## src/rtl/pipe_sequencer_if.sv

```systemverilog
// Handshake bundle between the pipeline sequencer and its stimulus/consumer side.
// Carries the instruction-register views, the branch and start inputs, and the stage enables and counters.
interface pipe_sequencer_if #(
  parameter int CNT_W = 16
);
  logic             start;
  logic [7:0]       ir2;
  logic [7:0]       ir3;
  logic [7:0]       ir4;
  logic             branch_taken;
  logic             pc_load;
  logic             pc_sel_br;
  logic             ir1_load;
  logic             ir1_nop;
  logic             ir2_load;
  logic             ir2_nop;
  logic             ir3_load;
  logic             ir3_nop;
  logic             halted;
  logic [CNT_W-1:0] cycle_count;
  logic [CNT_W-1:0] stall_count;

  modport master (
    output start, ir2, ir3, ir4, branch_taken,
    input  pc_load, pc_sel_br, ir1_load, ir1_nop, ir2_load, ir2_nop,
           ir3_load, ir3_nop, halted, cycle_count, stall_count
  );

  modport slave (
    input  start, ir2, ir3, ir4, branch_taken,
    output pc_load, pc_sel_br, ir1_load, ir1_nop, ir2_load, ir2_nop,
           ir3_load, ir3_nop, halted, cycle_count, stall_count
  );
endinterface

```

## src/rtl/pipe_sequencer.sv

```systemverilog
// 4-stage pipeline sequencer: PC/IR enables, RAW-hazard bubbles, branch flush, STOP drain/halt,
// and saturating cycle/stall counters.
module pipe_sequencer #(
  parameter int CNT_W  = 16,
  parameter int NOP_OP = 10
) (
  input  logic             i_clock,
  input  logic             i_reset,
  pipe_sequencer_if.slave  io_seq
);
  typedef enum logic [1:0] {S_IDLE, S_RUN, S_DRAIN, S_HALT} state_t;

  localparam logic [3:0]       OP_LOAD   = 4'd0;
  localparam logic [3:0]       OP_STOP   = 4'd1;
  localparam logic [3:0]       OP_STORE  = 4'd2;
  localparam logic [3:0]       OP_ADD    = 4'd4;
  localparam logic [3:0]       OP_SUB    = 4'd6;
  localparam logic [3:0]       OP_NAND   = 4'd8;
  localparam logic [3:0]       OP_BUBBLE = 4'(NOP_OP);
  localparam logic [CNT_W-1:0] CNT_MAX   = '1;
  localparam logic [CNT_W-1:0] CNT_ONE   = CNT_W'(1);

  state_t           r_state;
  state_t           w_next;
  logic [CNT_W-1:0] r_cycle_count;
  logic [CNT_W-1:0] r_stall_count;
  logic [2:0]       w_dest3;
  logic [2:0]       w_dest4;
  logic             w_hazard;
  logic             w_stop2;
  logic             w_stop4;
  logic             w_stall;
  logic             w_pc_load;
  logic             w_pc_sel_br;
  logic             w_ir1_load;
  logic             w_ir1_nop;
  logic             w_ir2_load;
  logic             w_ir2_nop;
  logic             w_ir3_load;
  logic             w_ir3_nop;
  logic             w_halted;
  logic             w_unused;

  // {valid, register} written by an instruction in EX or WB
  function automatic logic [2:0] f_dest(input logic [3:0] op, input logic [1:0] rd);
    if (op == OP_ADD || op == OP_SUB || op == OP_NAND || op == OP_LOAD || op[2:0] == 3'd3)
      return {1'b1, rd};
    else if (op[2:0] == 3'd7)
      return 3'b101;
    else
      return 3'b000;
  endfunction

  function automatic logic f_reads(input logic [7:0] ir, input logic [2:0] dest);
    case (ir[3:0])
      OP_LOAD, OP_STORE, OP_ADD, OP_SUB, OP_NAND:
        return dest[2] && (ir[7:6] == dest[1:0] || ir[5:4] == dest[1:0]);
      OP_BUBBLE, OP_STOP:
        return 1'b0;
      default: begin
        if (ir[2:0] == 3'd3)      return dest[2] && (ir[7:6] == dest[1:0]);
        else if (ir[2:0] == 3'd7) return dest[2] && (dest[1:0] == 2'd1);
        else                      return 1'b0;
      end
    endcase
  endfunction

  assign w_dest3  = f_dest(io_seq.ir3[3:0], io_seq.ir3[7:6]);
  assign w_dest4  = f_dest(io_seq.ir4[3:0], io_seq.ir4[7:6]);
  assign w_hazard = f_reads(io_seq.ir2, w_dest3) | f_reads(io_seq.ir2, w_dest4);
  assign w_stop2  = (io_seq.ir2[3:0] == OP_STOP);
  assign w_stop4  = (io_seq.ir4[3:0] == OP_STOP);
  assign w_unused = ^{io_seq.ir3[5:4], io_seq.ir4[5:4]};

  always_ff @(posedge i_clock or posedge i_reset) begin
    if (i_reset) begin
      r_state       <= S_IDLE;
      r_cycle_count <= '0;
      r_stall_count <= '0;
    end else begin
      r_state <= w_next;
      if ((r_state == S_RUN || r_state == S_DRAIN) && r_cycle_count != CNT_MAX)
        r_cycle_count <= r_cycle_count + CNT_ONE;
      if (w_stall && r_stall_count != CNT_MAX)
        r_stall_count <= r_stall_count + CNT_ONE;
    end
  end

  always_comb begin
    w_next      = r_state;
    w_stall     = 1'b0;
    w_pc_load   = 1'b0;
    w_pc_sel_br = 1'b0;
    w_ir1_load  = 1'b0;
    w_ir1_nop   = 1'b0;
    w_ir2_load  = 1'b0;
    w_ir2_nop   = 1'b0;
    w_ir3_load  = 1'b0;
    w_ir3_nop   = 1'b0;
    w_halted    = 1'b0;
    case (r_state)
      S_IDLE: begin
        if (io_seq.start) w_next = S_RUN;
      end
      S_RUN, S_DRAIN: begin
        // A taken branch is older than anything in IF/RF, so it wins over hazards and STOP
        if (io_seq.branch_taken) begin
          w_pc_load   = 1'b1;
          w_pc_sel_br = 1'b1;
          w_ir1_load  = 1'b1;
          w_ir1_nop   = 1'b1;
          w_ir2_load  = 1'b1;
          w_ir2_nop   = 1'b1;
          w_ir3_load  = 1'b1;
          w_next      = S_RUN;
        end else if (r_state == S_DRAIN) begin
          w_ir1_load = 1'b1;
          w_ir1_nop  = 1'b1;
          w_ir2_load = 1'b1;
          w_ir2_nop  = 1'b1;
          w_ir3_load = 1'b1;
          w_ir3_nop  = !w_stop2;
          if (w_stop4) w_next = S_HALT;
        end else if (w_hazard) begin
          w_ir3_load = 1'b1;
          w_ir3_nop  = 1'b1;
          w_stall    = 1'b1;
        end else if (w_stop2) begin
          w_ir1_load = 1'b1;
          w_ir1_nop  = 1'b1;
          w_ir2_load = 1'b1;
          w_ir2_nop  = 1'b1;
          w_ir3_load = 1'b1;
          w_next     = S_DRAIN;
        end else begin
          w_pc_load  = 1'b1;
          w_ir1_load = 1'b1;
          w_ir2_load = 1'b1;
          w_ir3_load = 1'b1;
        end
      end
      S_HALT: begin
        w_halted = 1'b1;
      end
      default: w_next = S_IDLE;
    endcase
  end

  assign io_seq.pc_load     = w_pc_load;
  assign io_seq.pc_sel_br   = w_pc_sel_br;
  assign io_seq.ir1_load    = w_ir1_load;
  assign io_seq.ir1_nop     = w_ir1_nop;
  assign io_seq.ir2_load    = w_ir2_load;
  assign io_seq.ir2_nop     = w_ir2_nop;
  assign io_seq.ir3_load    = w_ir3_load;
  assign io_seq.ir3_nop     = w_ir3_nop;
  assign io_seq.halted      = w_halted;
  assign io_seq.cycle_count = r_cycle_count;
  assign io_seq.stall_count = r_stall_count;
endmodule

```

## src/flat_wrapper.sv

```systemverilog
// flat-port wrapper written by rule: the top's interface ports become plain ports
module pipe_sequencer_flat 
#(
  parameter int CNT_W  = 16,
  parameter int NOP_OP = 10
)
  (i_clock, i_reset, io_seq_start, io_seq_ir2, io_seq_ir3, io_seq_ir4, io_seq_branch_taken, io_seq_pc_load, io_seq_pc_sel_br, io_seq_ir1_load, io_seq_ir1_nop, io_seq_ir2_load, io_seq_ir2_nop, io_seq_ir3_load, io_seq_ir3_nop, io_seq_halted, io_seq_cycle_count, io_seq_stall_count);
  pipe_sequencer_if #(.CNT_W(CNT_W)) io_seq_i ();
  input  logic i_clock;
  input  logic i_reset;
  input wire logic [$bits(io_seq_i.start)-1:0] io_seq_start;
  input wire logic [$bits(io_seq_i.ir2)-1:0] io_seq_ir2;
  input wire logic [$bits(io_seq_i.ir3)-1:0] io_seq_ir3;
  input wire logic [$bits(io_seq_i.ir4)-1:0] io_seq_ir4;
  input wire logic [$bits(io_seq_i.branch_taken)-1:0] io_seq_branch_taken;
  output wire logic [$bits(io_seq_i.pc_load)-1:0] io_seq_pc_load;
  output wire logic [$bits(io_seq_i.pc_sel_br)-1:0] io_seq_pc_sel_br;
  output wire logic [$bits(io_seq_i.ir1_load)-1:0] io_seq_ir1_load;
  output wire logic [$bits(io_seq_i.ir1_nop)-1:0] io_seq_ir1_nop;
  output wire logic [$bits(io_seq_i.ir2_load)-1:0] io_seq_ir2_load;
  output wire logic [$bits(io_seq_i.ir2_nop)-1:0] io_seq_ir2_nop;
  output wire logic [$bits(io_seq_i.ir3_load)-1:0] io_seq_ir3_load;
  output wire logic [$bits(io_seq_i.ir3_nop)-1:0] io_seq_ir3_nop;
  output wire logic [$bits(io_seq_i.halted)-1:0] io_seq_halted;
  output wire logic [$bits(io_seq_i.cycle_count)-1:0] io_seq_cycle_count;
  output wire logic [$bits(io_seq_i.stall_count)-1:0] io_seq_stall_count;
  assign io_seq_i.start = io_seq_start;
  assign io_seq_i.ir2 = io_seq_ir2;
  assign io_seq_i.ir3 = io_seq_ir3;
  assign io_seq_i.ir4 = io_seq_ir4;
  assign io_seq_i.branch_taken = io_seq_branch_taken;
  assign io_seq_pc_load = io_seq_i.pc_load;
  assign io_seq_pc_sel_br = io_seq_i.pc_sel_br;
  assign io_seq_ir1_load = io_seq_i.ir1_load;
  assign io_seq_ir1_nop = io_seq_i.ir1_nop;
  assign io_seq_ir2_load = io_seq_i.ir2_load;
  assign io_seq_ir2_nop = io_seq_i.ir2_nop;
  assign io_seq_ir3_load = io_seq_i.ir3_load;
  assign io_seq_ir3_nop = io_seq_i.ir3_nop;
  assign io_seq_halted = io_seq_i.halted;
  assign io_seq_cycle_count = io_seq_i.cycle_count;
  assign io_seq_stall_count = io_seq_i.stall_count;
  pipe_sequencer #(.CNT_W(CNT_W), .NOP_OP(NOP_OP)) u_core (.i_clock(i_clock), .i_reset(i_reset), .io_seq(io_seq_i));
endmodule
```

## config.mk

```make
export PLATFORM = sky130hd
export DESIGN_NAME = pipe_sequencer_flat
export DESIGN_NICKNAME = d
export VERILOG_FILES = /design/src/rtl/pipe_sequencer_if.sv /design/src/rtl/pipe_sequencer.sv /design/src/flat_wrapper.sv
export SDC_FILE = /design/constraint.sdc
export NUM_CORES = 1
export LEC_CHECK = 0
export ABC_AREA = 1
export BUFFER_PORTS_ARGS = -buffer_cell sky130_fd_sc_hd__buf_2
export CORE_MARGIN = 8
export CORE_UTILIZATION = 35
export DETAILED_ROUTE_END_ITERATION = 10
export PLACE_DENSITY = 0.58
export REMOVE_ABC_BUFFERS = 1
export SYNTH_ARGS = -nofsm -noshare
export SYNTH_HDL_FRONTEND = slang
export SYNTH_SLANG_ARGS = --single-unit
```

## constraint.sdc

```tcl
create_clock -name i_clock -period 2.1 [get_ports i_clock]
set_input_delay 0.315 -clock i_clock [delete_from_list [all_inputs] [get_ports i_clock]]
set_output_delay 0.315 -clock i_clock [all_outputs]
set_load 0.005 [all_outputs]
```

# Yosys cells after proc, flatten, opt, wreduce, memory -nomap -nowiden
# Cells that the tools add are included.
dict set report classes {
  addsub 2
  n_eq_ne 34
  muxes 42
  bitwise_logic 1
  n_reduce_logical 29
}
# cell n
set op_table {}
lappend op_table {{$add A16 B1 Y16 const B} 2}
lappend op_table {{$ne A16 B16 Y1 const B} 2}
lappend op_table {{$mux W1} 29}
lappend op_table {{$eq A4 B3 Y1 const B} 6}
lappend op_table {{$eq A4 B4 Y1 const B} 4}
lappend op_table {{$logic_not A4 Y1} 3}
lappend op_table {{$mux W2} 6}
lappend op_table {{$mux W3} 4}
lappend op_table {{$logic_or A1 B1 Y1} 11}
lappend op_table {{$eq A3 B2 Y1 const B} 3}
lappend op_table {{$eq A3 B3 Y1 const B} 3}
lappend op_table {{$eq A2 B2 Y1} 4}
lappend op_table {{$eq A4 B1 Y1 const B} 2}
lappend op_table {{$logic_and A1 B1 Y1} 8}
lappend op_table {{$eq A2 B1 Y1 const B} 3}
lappend op_table {{$reduce_and A5 Y1} 1}
lappend op_table {{$reduce_or A5 Y1} 1}
lappend op_table {{$eq A2 B2 Y1 const B} 2}
lappend op_table {{$eq A4 B2 Y1 const B} 1}
lappend op_table {{$ne A4 B2 Y1 const B} 1}
lappend op_table {{$ne A4 B3 Y1 const B} 1}
lappend op_table {{$ne A4 B4 Y1 const B} 1}
lappend op_table {{$pmux W1 S2} 2}
lappend op_table {{$pmux W2 S2} 1}
lappend op_table {{other kinds (6)} 7}
dict set report totals {
  reg_bits 34
  in_bits 28
  out_inout_bits 41
  wordCells 111
}

# Longest topological paths before layout
# Gate-level depths: netlist of the first run.
dict set report depth {
  depth_word 17
  depth_mapped 18
  ltp_nobuf 17
}

# Worst setup path before layout of the first run
# OpenSTA, ideal clock, no wires.
dict set report synth_path {
  path_kind {register to output}
  from {register u_core.r_state[0]}
  to {output port io_seq_ir3_nop}
  arrival_ps 1509
  required_time_ps 1785
  slack_ps 276
  stages_incl_launch_ff 7
  path_buffers 0
  path_cell_list {dfrtp_1 inv_1 ha_1 inv_1 nor2_1 inv_1 o31ai_1}
}
dict set report synth_between {
  elab_chain_len 4
  word_cells_on_any_way 6
  classes_between {eq/ne (2); mux (3); reduce/logical (1)}
}
# element line_no
set synth_lines {}
lappend synth_lines {{start: declaration} pipe_sequencer.sv:23} ;# state_t r_state;
lappend synth_lines {{start signal: assignment} pipe_sequencer.sv:81} ;# r_state <= w_next;
lappend synth_lines {{$eq A2 B2 Y1} {pipe_sequencer.sv:101, pipe_sequencer.sv:116}}
lappend synth_lines {{$mux W1} pipe_sequencer.sv:116} ;# end else if (r_state == S_DRAIN) begin
lappend synth_lines {{$mux W1} pipe_sequencer.sv:107} ;# if (io_seq.branch_taken) begin
lappend synth_lines {{$mux W1 *} pipe_sequencer.sv:101} ;# case (r_state)
lappend synth_lines {{end: declaration} flat_wrapper.sv:23} ;# output wire logic [$bits(io_seq_i.ir3_nop)-1:0] io_seq_ir3_nop;
# Every way passes the cells marked *; elsewhere a longest branch is shown, timed or not.

# Worst setup path after layout of the first run
# Same ends and word-level chain as after synthesis.

==> results of run 1 <==
## worst register-to-register path: stages (launching register included)
cell and delay [ns]:
dfrtp_1 0.41, ha_1 0.25, nand3_2 0.13, nor4_4 0.27
nand2_1 0.14, nor2_4 0.18, inv_2 0.05, nand4_2 0.29
nand2_1 0.09, nand2_1 0.08
## Yosys cell counts (3+ instances only)
| cell type | count |
|---|---|
| xnor2_1 | 7 |
| nand2_1 | 91 |
| a21oi_1 | 3 |
| inv_1 | 46 |
| nor3_1 | 10 |
| nor2_1 | 24 |
| dfrtp_1 | 34 |
| o31ai_1 | 3 |
| o21ai_0 | 8 |
| ha_1 | 5 |
| buf_4 | 3 |
| nand4_1 | 4 |
| nand2_2 | 21 |
| nand3_1 | 20 |
| xor2_1 | 21 |
## worst min-delay path by stage
| stage | from | to | slack, ns | cells after the start |
|---|---|---|---|---|
| after global routing | i_reset | u_core.io_seq.cycle_count[14] | 0.18 | 3 |
| after CTS | i_reset | u_core.io_seq.cycle_count[14] | 0.12 | 3 |
| after detailed placement | i_reset | u_core.io_seq.cycle_count[14] | 0.44 | 3 |
| final | i_reset | u_core.io_seq.cycle_count[10] | 0.11 | 3 |
| after floorplan | i_reset | u_core.io_seq.cycle_count[0] | 0.46 | 1 |
| after global placement | i_reset | u_core.io_seq.cycle_count[13] | 0.44 | 3 |
## registers in the layout, indices dropped and copies added (netlist names)
name                       flops
u_core.io_seq.stall_count     16
u_core.io_seq.cycle_count     16
u_core.r_state                 2
## layer usage
| metal | vias up | global-route usage [%] | wire length (µm) |
|---|---|---|---|
| met4 | 0 | 3.90 | 72 |
| li1 | 1145 | - | - |
| met5 | - | 0 | 0 |
| met2 | 50 | 19.6 | 2530 |
| met3 | 6 | 3.66 | 373 |
| met1 | 1004 | 14.8 | 2710 |
## final cells by class
class | count | area share (%)
clock inverter | 1 | 0.168
sequential | 34 | 28.6
clock buffer | 7 | 2.90
inverter | 48 | 6.06
multi-input combinational | 233 | 45.6
tap | 80 | 3.36
timing repair buffer | 74 | 13.3
## power by group
group | total [mW] | internal [mW] | switching (mW)
logic | 1.10 | 0.503 | 0.599
registers | 0.897 | 0.776 | 0.121
clock network | 0.499 | 0.264 | 0.235
## timing repair
item	in CTS	in global routing
setup endpoints to repair	1	21
gates resized for setup	3	6
hold buffers	0	0
buffers inserted	0	2
cloned	0	0
## logic make-up (layout without fill, tap and decap cells)
group	after synthesis	in the layout
compound gates	19	19
simple gates	180	180
flops	34	34
buf+inv	52	130
xor+xnor	28	28
fa+ha+maj	5	5
mux	1	1
==> key figures, run 1 <==
Run status
  – Status: complete, no violations

Clock tree
  – CTS tree: built
  – CTS Buf Count: 5
  – Clock latency on the worst-skew pair: 0.28 ns
  – Root buf cell: clkbuf_8
  – Clk pin slew, worst setup/hold paths: 0.07 ns
  – CTS sink count: 34
  – Clock buffer depth: 2
  – H-tree Lvls: 2

Layout
  – Multi-input logic area: 1360 µm²
  – ANT cells: 0
  – Fin area: between 2000 and 3000 µm²
  – Finished Layout Cells: 477
  – Layout cell share with drive strength beyond 1: 30.5%
  – Final Util: 44.5%
  – Fin nets: 429
  – FILL cells: 690
  – Syn-to-layout area delta: 24.9%
  – Most common library cell in the layout ignoring fill and taps: nand2_1
  – Register Area: 851 µm²
  – Most frequent cells in the layout: nand2_1 (91), buf_2 (64), inv_1 (46)

Power and ir drop
  – Total power: 2.50 mW
  – Max VDD drop: 0.646 mV
  – LEAKAGE: 1.65 nW
  – PD cells: around 840 nW/µm²

Place
  – Placement Cell Area: 2820 µm²
  – Post-Place Worst Slack: 0.0292 ns
  – Buffers on Ports: 64
  – DP Wirelength: 4460 µm
  – Gpl congestion: 0.847
  – Placed cell count: 467

STA
  – Post-route clock skew: 0.00718 ns
  – Final TNS setup: 0 ns
  – Hold WS: 0.115 ns
  – Final setup fails: 0
  – RSZ-0062 raised after global routing: yes
  – Worst relative slew slack: 69.4%
  – Max Clk Rate: 488 MHz
  – Max-slew violations: 0
  – Fin crit share: 97.6%
  – Final setup margin: 0.0504 ns
  – Final min period: 2.05 ns
  – Slew @ Worst Pin: around 0.46 ns
  – Final Hold Viols: 0

Critical path
  – Max FO, Critical Path: 5
  – Reg2Reg Depth: 9
  – Critical path destination: io_seq_ir3_nop
  – Top delay family on crit path: buffers and inverters
  – R2r endpoint: u_core.io_seq.stall_count[12]
  – Start of the worst register-to-register path: u_core.io_seq.stall_count[0]
  – Critical-path cell list: inv_1 -> ha_4 -> inv_1 -> nor2_4 -> buf_4 -> nand3_4 -> o31ai_1 -> buf_2
  – Bufs and invs on worst path: 4
  – Slowest stage cell, crit path: dfrtp_1
  – Worst setup SP type: flop
  – Worst endpoint required time: roughly 1.8 ns
  – Worst setup startpoint: u_core.r_state[0]
  – CP arrival: 1.73 ns
  – Critical path class: reg2out
  – Worst path depth: 8
  – Crit end category: output port
  – Peak per-stage delay on the critical path: 0.37 ns
  – FF-to-FF setup slack: about 0.16 ns
  – CP most frequent cell: inv_1

Logic synthesis
  – Post-Syn Instances: roughly 320
  – Largest cells by area after synthesis: dfrtp_1 (36%), nand2_1 (14%), xor2_1 (7.7%)
  – Synth Area in Simple Gates: 36.8%
  – Netlist Area Pre-Place: 2380 µm²
  – Ys async rst share: 100%
  – Largest family of logic cells by synthesized area: simple AND/OR/NAND/NOR gates
  – Synth Area per Inst: 7.47 µm²
  – Sequential share of the synthesized area: between 30% and 40%
  – Synth Area in Compound Gates: under 10%
  – Post-synth EDFFs: 0
  – Synthesis Warnings: 0
  – Synth Flop Type: dfrtp_1
  – Number of synthesized register bits: 34
  – Mux cell area share after synthesis: 0.473%
  – Xor/xnor cell area share of the yosys netlist: 10.3%
  – Area share of fa/ha/maj cells after synthesis: ~2.6%
  – Area share of the largest cell type after synthesis: around 36%
  – Cell accounting for the most synthesized area: dfrtp_1
  – Netlist cell types: 30

Detailed routing
  – Drt first-iter violations: a little under 60
  – Drt total wl: 5690 µm
  – Drt drc: 0
  – DRT Pass-1 Iters: 4
  – WL/cell: 11.9 µm
  – Routed Antenna Nets: 0
  – Vias: around 2.2k
  – Vias/cell: 4.62

Die
  – Die Ht: 98.5 µm
  – Full die area: 9700 µm²
  – Die width: ~99 µm
  – Rows: 30
  – Top-Level Pins: between 60 and 70
  – Core box area: 6680 µm²
  – Starting density of the core: 35.7%

GRT
  – Largest net degree at the start of global routing: 35
  – Number of global-route vias before repair: 2,172
  – Global Route Usage Sum: 12.0%
  – Initial antenna violation count: 0
  – Overflow after GRT: 0
  – Global-route wire length before repair: 9810 µm

Hold path
  – HP Class: in2async

Flow run
  – # Max-Cap Violations: 0
(Power assumes the default switching activity.)
==> run 2, diff against run 1 <==
--- a/config.mk
+++ b/config.mk
@@ -5,12 +5,11 @@
 export SDC_FILE = /design/constraint.sdc
 export NUM_CORES = 1
 export LEC_CHECK = 0
-export ABC_AREA = 1
 export BUFFER_PORTS_ARGS = -buffer_cell sky130_fd_sc_hd__buf_2
 export CORE_MARGIN = 8
-export CORE_UTILIZATION = 35
+export CORE_UTILIZATION = 50
 export DETAILED_ROUTE_END_ITERATION = 10
-export PLACE_DENSITY = 0.58
+export PLACE_DENSITY = 0.79
 export REMOVE_ABC_BUFFERS = 1
 export SYNTH_ARGS = -nofsm -noshare
 export SYNTH_HDL_FRONTEND = slang
==> key figures, run 2 <==
Die
  – Starting density of the core: 52.0%
  – Die width: 80.7 µm
  – Core box area: 4030 µm²
  – Full die area: 6520 µm²
  – Die Ht: 80.7 µm
  – Rows: 23
  – Top-Level Pins: 69

Critical path
  – Worst endpoint required time: between 1.5 and 2 ns
  – Worst setup startpoint: io_seq_ir3[3]
  – Critical path class: in2out
  – Worst setup SP type: primary input
  – CP arrival: 1.96 ns
  – Crit end category: output port
  – Max FO, Critical Path: 4
  – Start of the worst register-to-register path: u_core.io_seq.stall_count[6]

Logic synthesis
  – Post-synth EDFFs: 0
  – Synth Area in Compound Gates: 18.0%
  – Area share of fa/ha/maj cells after synthesis: ~3.0%
  – Synth Area per Inst: 9.66 µm²
  – Xor/xnor cell area share of the yosys netlist: 13.4%
  – Synth Flop Type: dfrtp_1
  – Number of synthesized register bits: 34
  – Synthesis Warnings: 0
  – Area share of the largest cell type after synthesis: 40.6%
  – Ys async rst share: 100%
  – Sequential share of the synthesized area: 40.6%
  – Post-Syn Instances: 217
  – Most frequent cell after synthesis: dfrtp_1
  – Top cells by count, synth: dfrtp_1 (34), nand2_1 (22), xnor2_1 (16), xor2_1 (16), nand3_1 (13)
  – Cell accounting for the most synthesized area: dfrtp_1
  – Largest family of logic cells by synthesized area: simple AND/OR/NAND/NOR gates
  – Netlist Area Pre-Place: between 2000 and 2500 µm²
  – Mux cell area share after synthesis: 1.55%
  – Synth Area in Simple Gates: 20.3%
  – Netlist cell types: 45
  – Largest cells by area after synthesis: dfrtp_1 (41%), xnor2_1 (6.7%), xor2_1 (6.7%)

Layout
  – Layout cell share with drive strength beyond 1: around two fifths
  – Fin nets: between 300 and 400
  – FILL cells: 304
  – Final Util: 73.8%
  – ANT cells: 0
  – Most common library cell in the layout ignoring fill and taps: buf_2
  – Register Area: between 800 and 900 µm²
  – Most frequent cells in the layout: buf_2 (60), dfrtp_1 (34), buf_4 (31)
  – Syn-to-layout area delta: 41.9%
  – Multi-input logic area: 1340 µm²
  – Finished Layout Cells: ~370

STA
  – Post-route clock skew: 0.00863 ns
  – Final setup margin: -0.176 ns
  – Final min period: 2.28 ns
  – Final Hold Viols: 0
  – RSZ-0062 raised after global routing: yes
  – Max Clk Rate: about 440 MHz
  – Worst relative slew slack: 64.0%
  – Final setup fails: 4
  – Fin crit share: 108%
  – Max-slew violations: 0
  – Slew @ Worst Pin: 0.536 ns

Clock tree
  – CTS Hold Bufs: 0
  – Root buf cell: clkbuf_8
  – CTS Buf Count: 5
  – Clk pin slew, worst setup/hold paths: 0.07 ns
  – CTS tree: built
  – Clock buffer depth: 2
  – Clock latency on the worst-skew pair: 0.29 ns
  – CTS sink count: 34
  – H-tree Lvls: 2

Power and ir drop
  – Combinational group share of total power: between 15 and 20%
  – Design internal power: around 1.0 mW
  – LEAKAGE: 1.50 nW
  – PD cells: 463 nW/µm²
  – Switching pwr: 0.359 mW
  – Max VDD drop: 0.470 mV
  – Clock network fraction of total power: a little under two fifths
  – Sequential power share: 47.5%
  – Sw Ratio: 26.1%

Detailed routing
  – Drt total wl: 5820 µm
  – Routed Antenna Nets: 0
  – Vias/cell: 5.62
  – Vias: a little over 2k
  – DRT Pass-1 Iters: 4
  – Drt first-iter violations: 25
  – Drt drc: 0
  – WL/cell: about 16 µm

GRT
  – Overflow after GRT: 0
  – Initial antenna violation count: 0
  – Global Route Usage Sum: 17.4%
  – Number of global-route vias before repair: 2,086
  – Global-route wire length before repair: 9140 µm
  – Largest net degree at the start of global routing: 35

Run status
  – Status: finished with violations
  – Failing checks: negative setup slack

Place
  – Buffers on Ports: 64
  – Placed cell count: 357
  – Gpl congestion: 0.811
  – DP Wirelength: 4160 µm

Hold path
  – HP Class: in2async

Flow run
  – # Max-Cap Violations: 0
run 2: cell types whose count changed in the layout (fill, tap and decap cells not counted), moves of 7 or more:
cell / delta
nor2_1: -17
xnor2_1: +9
nand3_1: -7
nor3_1: -8
inv_1: -36
nand2_1: -69
buf_4: +21
a21oi_1: +7
nand2_2: -20
run 2: path summary, 6_finish.rpt:
path	to	depth (start not counted)	slack [ns]
worst max-delay path	io_seq_ir3_nop	9	-0.18
worst min-delay path	u_core.r_state[0]	3	0.11
worst max register to register	u_core.io_seq.stall_count[1]	6	0.03
worst min register to register	u_core.io_seq.cycle_count[9]	1	0.49
max in group asynchronous	u_core.io_seq.cycle_count[3]	3	1.67
min in group i_clock	u_core.r_state[1]	4	0.38
run 2: kinds of logic after synthesis:
| logic type | after synthesis |
|---|---|
| AOI/OAI and AO/OA | 49 |
| xor gates and xnor gates | 32 |
| adders and majority gates | 5 |
| buffers and inverters | 15 |
| DFF | 34 |
| muxes | 3 |
| and+or+nand+nor | 79 |
run 2: power by group through the flow:
| stage | logic (mW) | registers, mW | clock network [mW] |
|---|---|---|---|
| after floorplan | 0.0832 | 0.667 | 0 |
| final | 0.213 | 0.654 | 0.510 |
| after global placement | 0.179 | 0.667 | 0 |
| after global routing | 0.232 | 0.654 | 0.551 |
| after detailed placement | 0.182 | 0.667 | 0 |
| after CTS | 0.194 | 0.654 | 0.522 |
run 2: metrics by stage:
step / power, mW / cell area [µm²] / hold slack (ns) / setup slack (ns) / TNS [ns]
after floorplan: 0.750 / 2070 / 0.457 / -0.330 / -1.87
after global placement: 0.847 / 2700 / 0.425 / -0.292 / -3.52
after detailed placement: 0.849 / 2700 / 0.439 / -0.307 / -4.20
after CTS: 1.37 / 2850 / 0.114 / -0.161 / -0.618
after global routing: 1.44 / 2970 / 0.163 / -0.281 / -1.61
final: 1.38 / 2970 / 0.105 / -0.176 / -0.510
run 2: area by class of cell:
type	count	share of cell area, %
Inverter	10	1.26
Clock buffer	6	2.78
Tap cell	50	2.10
Clock inverter	2	0.421
Sequential cell	34	28.6
Multi-Input combinational cell	168	45.0
Timing Repair Buffer	96	19.8
run 2: routing by layer:
metal / vias up / share of wire (%) / routed length [µm] / global-route usage, %
met3: 12 / 8.1 / 470 / 5.63
met1: 984 / 42 / 2420 / 20.9
met4: 0 / 2.1 / 123 / 8.04
li1: 989 / - / - / -
met2: 72 / 48 / 2800 / 27.7
met5: - / 0 / 0 / 0
run 2: repair_timing:
item                       4_1_cts  5_1_grt
resized for setup               11       20
setup buffers                    1        2
pin swaps                        5       16
setup endpoints to repair        6       19
run 2: critical path, cell delays in order:
cell and delay [ns]:
buf_6 0.09, a21o_1 0.20, a221o_1 0.39, nand4_1 0.12, a211oi_2 0.08, a211oi_2 0.26, nand2_1 0.14, o211a_1 0.25
buf_2 0.13
